File: src/rtl/mips_mem_pkg.sv
// rtl/mips_mem_pkg.sv - shared types and helpers for the data-memory responder
package mips_mem_pkg;

    localparam int WORD_W = 32;

    typedef enum logic [1:0] {
        IDLE,
        WAIT,
        RESP,
        ERR
    } state_e;

    // Word aligned and inside the DEPTH-word window starting at byte 0.
    function automatic logic addr_ok(input logic [WORD_W-1:0] addr, input int depth);
        logic [WORD_W-1:0] limit;
        limit = 32'(depth) << 2;
        return (addr[1:0] == 2'b00) && (addr < limit);
    endfunction

endpackage

File: src/rtl/data_mem_responder_if.sv
// rtl/data_mem_responder_if.sv - datapath data-port bus between processor and responder
interface data_mem_responder_if;
    import mips_mem_pkg::*;

    logic              mem_req;
    logic              mem_write;
    logic [WORD_W-1:0] addr;
    logic [WORD_W-1:0] write_data;
    logic [WORD_W-1:0] read_data;
    logic              mem_ready;
    logic              mem_error;
    logic              stall;

    modport master (
        output mem_req, mem_write, addr, write_data,
        input  read_data, mem_ready, mem_error, stall
    );

    modport slave (
        input  mem_req, mem_write, addr, write_data,
        output read_data, mem_ready, mem_error, stall
    );

endinterface

File: src/rtl/ram_1rw.sv
// rtl/ram_1rw.sv - single-port word RAM with synchronous write and registered read
module ram_1rw
    import mips_mem_pkg::*;
#(
    parameter int DEPTH = 64
) (
    input  logic                     clk,
    input  logic                     reset,
    input  logic                     en,
    input  logic                     we,
    input  logic [$clog2(DEPTH)-1:0] idx,
    input  logic [WORD_W-1:0]        wdata,
    output logic [WORD_W-1:0]        rdata
);

    logic [WORD_W-1:0] mem [DEPTH];
    logic [WORD_W-1:0] rdata_d;
    logic [WORD_W-1:0] rdata_q;

    // Array contents survive reset; only the read register is cleared.
    always_ff @(posedge clk) begin
        if (en && we) begin
            mem[idx] <= wdata;
        end
    end

    always_comb begin
        rdata_d = rdata_q;
        if (en && !we) begin
            rdata_d = mem[idx];
        end
    end

    always_ff @(posedge clk or negedge reset) begin
        if (!reset) begin
            rdata_q <= '0;
        end else begin
            rdata_q <= rdata_d;
        end
    end

    assign rdata = rdata_q;

endmodule

File: src/rtl/data_mem_responder.sv
// rtl/data_mem_responder.sv - wait-stated load/store responder with address error reporting
module data_mem_responder
    import mips_mem_pkg::*;
#(
    parameter int DEPTH       = 64,
    parameter int WAIT_CYCLES = 2
) (
    input  logic                 clk,
    input  logic                 reset,
    data_mem_responder_if.slave  bus
);

    localparam int         IDX_W     = $clog2(DEPTH);
    localparam logic [3:0] WAIT_INIT = (WAIT_CYCLES == 0) ? 4'd0 : 4'(WAIT_CYCLES - 1);

    state_e            state_d, state_q;
    logic [3:0]        count_d, count_q;
    logic [IDX_W-1:0]  idx_d, idx_q;
    logic [WORD_W-1:0] wdata_d, wdata_q;
    logic              write_d, write_q;

    logic              access;
    logic              acc_write;
    logic [IDX_W-1:0]  acc_idx;
    logic [WORD_W-1:0] acc_wdata;
    logic [WORD_W-1:0] rdata;

    always_comb begin
        state_d   = state_q;
        count_d   = count_q;
        idx_d     = idx_q;
        wdata_d   = wdata_q;
        write_d   = write_q;
        access    = 1'b0;
        acc_write = write_q;
        acc_idx   = idx_q;
        acc_wdata = wdata_q;
        case (state_q)
            IDLE: begin
                if (bus.mem_req) begin
                    idx_d   = bus.addr[IDX_W+1:2];
                    wdata_d = bus.write_data;
                    write_d = bus.mem_write;
                    if (!addr_ok(bus.addr, DEPTH)) begin
                        state_d = ERR;
                    end else if (WAIT_CYCLES == 0) begin
                        // Zero wait states: the accepting edge is also the access edge.
                        state_d   = RESP;
                        access    = 1'b1;
                        acc_write = bus.mem_write;
                        acc_idx   = bus.addr[IDX_W+1:2];
                        acc_wdata = bus.write_data;
                    end else begin
                        state_d = WAIT;
                        count_d = WAIT_INIT;
                    end
                end
            end
            WAIT: begin
                if (count_q == 4'd0) begin
                    state_d = RESP;
                    access  = 1'b1;
                end else begin
                    count_d = count_q - 4'd1;
                end
            end
            RESP:    state_d = IDLE;
            ERR:     state_d = IDLE;
            default: state_d = IDLE;
        endcase
    end

    always_ff @(posedge clk or negedge reset) begin
        if (!reset) begin
            state_q <= IDLE;
            count_q <= '0;
            idx_q   <= '0;
            wdata_q <= '0;
            write_q <= 1'b0;
        end else begin
            state_q <= state_d;
            count_q <= count_d;
            idx_q   <= idx_d;
            wdata_q <= wdata_d;
            write_q <= write_d;
        end
    end

    ram_1rw #(.DEPTH(DEPTH)) u_ram (
        .clk   (clk),
        .reset (reset),
        .en    (access),
        .we    (acc_write),
        .idx   (acc_idx),
        .wdata (acc_wdata),
        .rdata (rdata)
    );

    assign bus.read_data = rdata;
    assign bus.mem_ready = (state_q == RESP) || (state_q == ERR);
    assign bus.mem_error = (state_q == ERR);
    assign bus.stall     = bus.mem_req & ~bus.mem_ready;

endmodule

File: src/flat_wrapper.sv
// flat-port wrapper written by rule: the top's interface ports become plain ports
module data_mem_responder_flat import mips_mem_pkg::*;
#(
    parameter int DEPTH       = 64,
    parameter int WAIT_CYCLES = 2
)
  (clk, reset, bus_mem_req, bus_mem_write, bus_addr, bus_write_data, bus_read_data, bus_mem_ready, bus_mem_error, bus_stall);
  data_mem_responder_if bus_i ();
  input  logic clk;
  input  logic reset;
  input wire logic [$bits(bus_i.mem_req)-1:0] bus_mem_req;
  input wire logic [$bits(bus_i.mem_write)-1:0] bus_mem_write;
  input wire logic [$bits(bus_i.addr)-1:0] bus_addr;
  input wire logic [$bits(bus_i.write_data)-1:0] bus_write_data;
  output wire logic [$bits(bus_i.read_data)-1:0] bus_read_data;
  output wire logic [$bits(bus_i.mem_ready)-1:0] bus_mem_ready;
  output wire logic [$bits(bus_i.mem_error)-1:0] bus_mem_error;
  output wire logic [$bits(bus_i.stall)-1:0] bus_stall;
  assign bus_i.mem_req = bus_mem_req;
  assign bus_i.mem_write = bus_mem_write;
  assign bus_i.addr = bus_addr;
  assign bus_i.write_data = bus_write_data;
  assign bus_read_data = bus_i.read_data;
  assign bus_mem_ready = bus_i.mem_ready;
  assign bus_mem_error = bus_i.mem_error;
  assign bus_stall = bus_i.stall;
  data_mem_responder #(.DEPTH(DEPTH), .WAIT_CYCLES(WAIT_CYCLES)) u_core (.clk(clk), .reset(reset), .bus(bus_i));
endmodule
File: config.mk
export PLATFORM = sky130hd
export DESIGN_NAME = data_mem_responder_flat
export DESIGN_NICKNAME = d
export VERILOG_FILES = /design/src/rtl/mips_mem_pkg.sv /design/src/rtl/data_mem_responder_if.sv /design/src/rtl/ram_1rw.sv /design/src/rtl/data_mem_responder.sv /design/src/flat_wrapper.sv
export SDC_FILE = /design/constraint.sdc
export NUM_CORES = 2
export LEC_CHECK = 0
export CORE_UTILIZATION = 65
export CTS_BUF_LIST = sky130_fd_sc_hd__clkbuf_4
export DETAILED_ROUTE_END_ITERATION = 16
export HOLD_SLACK_MARGIN = 0.05
export PLACE_DENSITY_LB_ADDON = 0.05
export SETUP_SLACK_MARGIN = 0.15
export SYNTH_ARGS = -nofsm -noshare
export SYNTH_HDL_FRONTEND = slang
export SYNTH_SLANG_ARGS = --single-unit
File: constraint.sdc
create_clock -name clk -period 10.8 [get_ports clk]
set_input_delay 2.16 -clock clk [delete_from_list [all_inputs] [get_ports clk]]
set_output_delay 2.16 -clock clk [all_outputs]
set_load 0.05 [all_outputs]
==> run summary <==
MaxCap Viol Count - 0
Area contributors post-synth - edfxtp_1 75%, mux4_2 4.2%, mux2_2 3.4%
largest net degree at the start of global routing - 107
Mapped Nets - 4411
Clock H-tree levels - 6
clock skew - 0.0895 ns
post-synthesis cell count - 4341
antenna violations before repair - 9
core box area - 0.124 sq mm
max-slew violations - 0
Routability Congestion - 0.861
fin cells - 6853
Crit path required time - 8.64 ns
first-pass GRT wire length - 339 mm
Fin Setup TNS - 0 ns
final worst path period share - 53.6%
Routed Wire Length - 242 mm
vias in the first global route - 47894
arrival time worst endpoint - 3.62 ns
Die X - 356 um
ys async rst share - 3.62%
Crit. Startpoint - bus_mem_req
yosys warns - 0
Pre-Repair DR Iteration Count - 8
CTS root buf - clkbuf_4
r2r startpoint - u_core.acc_idx[2]
Sink Count - 2125
Crit Path Category - in -> out
max incr delay on CP - 0.81 ns
status - finished clean
dpl hpwl - 132 mm
Main synth FF type - edfxtp_1
worst r2r dst - u_core.u_ram.rdata[22]
Worst Hold Path Cells - 1
mapped cell area - 0.0815 sq mm
Clock transition at path regs - 0.06 ns
Worst Reg-to-Reg Cells - 9
Routed Antenna Nets - 0
Tmin final - 5.78 ns
Final Hold Fails - 0
drt wl/cell - 35.3 um
layout net count - 4933
Post-CTS Hold Fix Bufs - 0
leak pwr - 29.7 nW
Placed Cells incl. Taps - 5949
CP endpoint kind - output pin
Cell Rows - 129
Power Dens Cells - 281 mW/mm^2
fmax - 173 MHz
IO buf count - 102
starting density of the core - 65.7%
CP cell instances - clkdlybuf4s50_1 -> inv_1 -> nor2_1 -> clkdlybuf4s50_1
worst-skew pair later-pin latency - 1.34 ns
Num CTS Buffers - 549
register area share after synthesis - 77.8%
Layout area overhead - 12.7%
io pins - 103
drt drc - 0
unrepaired setup endpoints after global routing - no
Rel. slew slack - 9.04%
number of vias per cell - 7.10
CTS-repair resized insts - 0
area taken by multi-input logic gates - 0.0173 sq mm
post-synth top area cell - edfxtp_1
Crit path top cell by count - clkdlybuf4s50_1
peak supply drop - 0.397 mV
Netlist cell types - 64
top-area cell type share of the netlist area - 75.5%
DR iter-0 viols - 8185
via count - 48688
GRT overflow - 0
deepest clock path buffer count - 4
setup repair bufs after CTS - 0
Synth Register Bits - 2125
Hold WC Path Type - reg -> reg
fraction of layout cells with a size suffix above 1 - 29.5%
worst slew pin tran - 1.36 ns
HP Start - u_core.count_q[0]
Post-synth EDFFs - 2048
CTS tree - done
Sequential Area - 0.0635 sq mm
global-route usage over all layers - 38.4%
flop-to-flop setup slack - 5.62 ns
syn_area_per_cell - 18.8 sq um
CP max FO - 3
CP Launch Type - primary input
FILL cells - 7557
die area - 0.127 sq mm
Min-Delay Endpoint - u_core.count_q[0]
Setup Viol. Count Final - 0
Die Y-Extent - 356 um
slowest cell on the critical path - clkdlybuf4s50_1
## layout by cell type, fill, tap and decap left out, drive strengths merged, types with 23 or more instances in the layout
cell,instances
mux4,152
a22o,27
a22oi,159
o21ai,113
mux2i,193
mux2,245
clkbuf,810
inv,23
a221o,31
clkdlybuf4s50,101
clkinv,60
nor2,182
edfxtp,2048
nand3,31
nand2,107
buf,168
dfrtp,77
a31oi,23
a21oi,124
o22ai,89
a221oi,236
## final cells by class
cell class                      instances  share of cell area [%]
Inverter                                6                  0.0382
Clock inverter                         87                   0.646
Antenna cell                            7                  0.0191
Sequential cell                      2125                    69.1
Clock buffer                          810                    6.62
Multi-Input combinational cell       1912                    18.8
Tap cell                             1637                    2.23
Timing Repair Buffer                  269                    2.53
## routing by layer
layer,track usage (%),share of wire (%),routed length (um),vias up
li1,-,-,-,19415
met1,53.0,35,84700,24521
met2,57.0,45,110000,4194
met3,13.2,16,38200,556
met4,15.6,3.7,8870,2
met5,0,0.0054,13,-
## metrics by stage
| stage | total power (W) | util (%) | cell area, sq um | hold WS (ns) | worst slack, ns |
|---|---|---|---|---|---|
| detailed placement | 0.0190 | 68.7 | 85100 | 0.501 | 5.01 |
| finish | 0.0258 | 74.1 | 91800 | 0.507 | 5.02 |
| CTS | 0.0256 | 74.1 | 91800 | 0.513 | 5.00 |
| global route | 0.0265 | 74.1 | 91800 | 0.522 | 4.96 |
| floorplan | 0.0155 | - | 81500 | 0.474 | 5.79 |
| global placement | 0.0189 | 68.7 | 85100 | 0.497 | 4.95 |
## how the worst max path moves through the flow
stage	cells after the start	to	slack, ns
2_1_floorplan	2	bus_stall	5.79
3_3_place_gp	4	bus_stall	4.95
3_5_place_dp	4	bus_stall	5.01
4_1_cts	4	bus_stall	5.00
5_1_grt	4	bus_stall	4.96
6_report	4	bus_stall	5.02
## sequential cells by signal (all words and copies together) (netlist names)
name	flops
u_core.u_ram.rdata	32
u_core.acc_write	1
u_core.count_q	4
u_core.u_ram.mem	2048
u_core.state_q	2
u_core.acc_wdata	32
u_core.acc_idx	6
## cells by family (layout without fill, tap and decap cells)
| logic type | count (synthesis) | in the layout | share of synthesized area (%) |
|---|---|---|---|
| AO/OA/AOI/OAI | 930 | 930 | 8.37 |
| adder cells (fa/ha/maj) | 2 | 2 | 0.0307 |
| buffers and inverters | 304 | 1172 | 1.71 |
| flip-flops | 2125 | 2125 | 77.8 |
| multiplexers | 590 | 590 | 9.96 |
| other | 0 | 7 | 0 |
| AND/OR/NAND/NOR | 390 | 390 | 2.10 |
## cells in the mapped netlist, drive strengths merged (27+ instances only)
master	number
a21oi	124
a221o	31
a221oi	236
a22o	27
a22oi	159
buf	177
clkbuf	121
dfrtp	77
edfxtp	2048
mux2	245
mux2i	193
mux4	152
nand2	107
nand3	31
nor2	182
o21ai	113
o22ai	89
## critical path: cells and delay by family
family	cells	cell delay [ns]
buffers and inverters	3	1.37
and+or+nand+nor	1	0.10
## power by group
part	switching, W	internal (W)
sequential	0.000789	0.0105
clock	0.00307	0.00364
combinational	0.00553	0.00235
No activity file was read; power rests on OpenSTA's default activity.
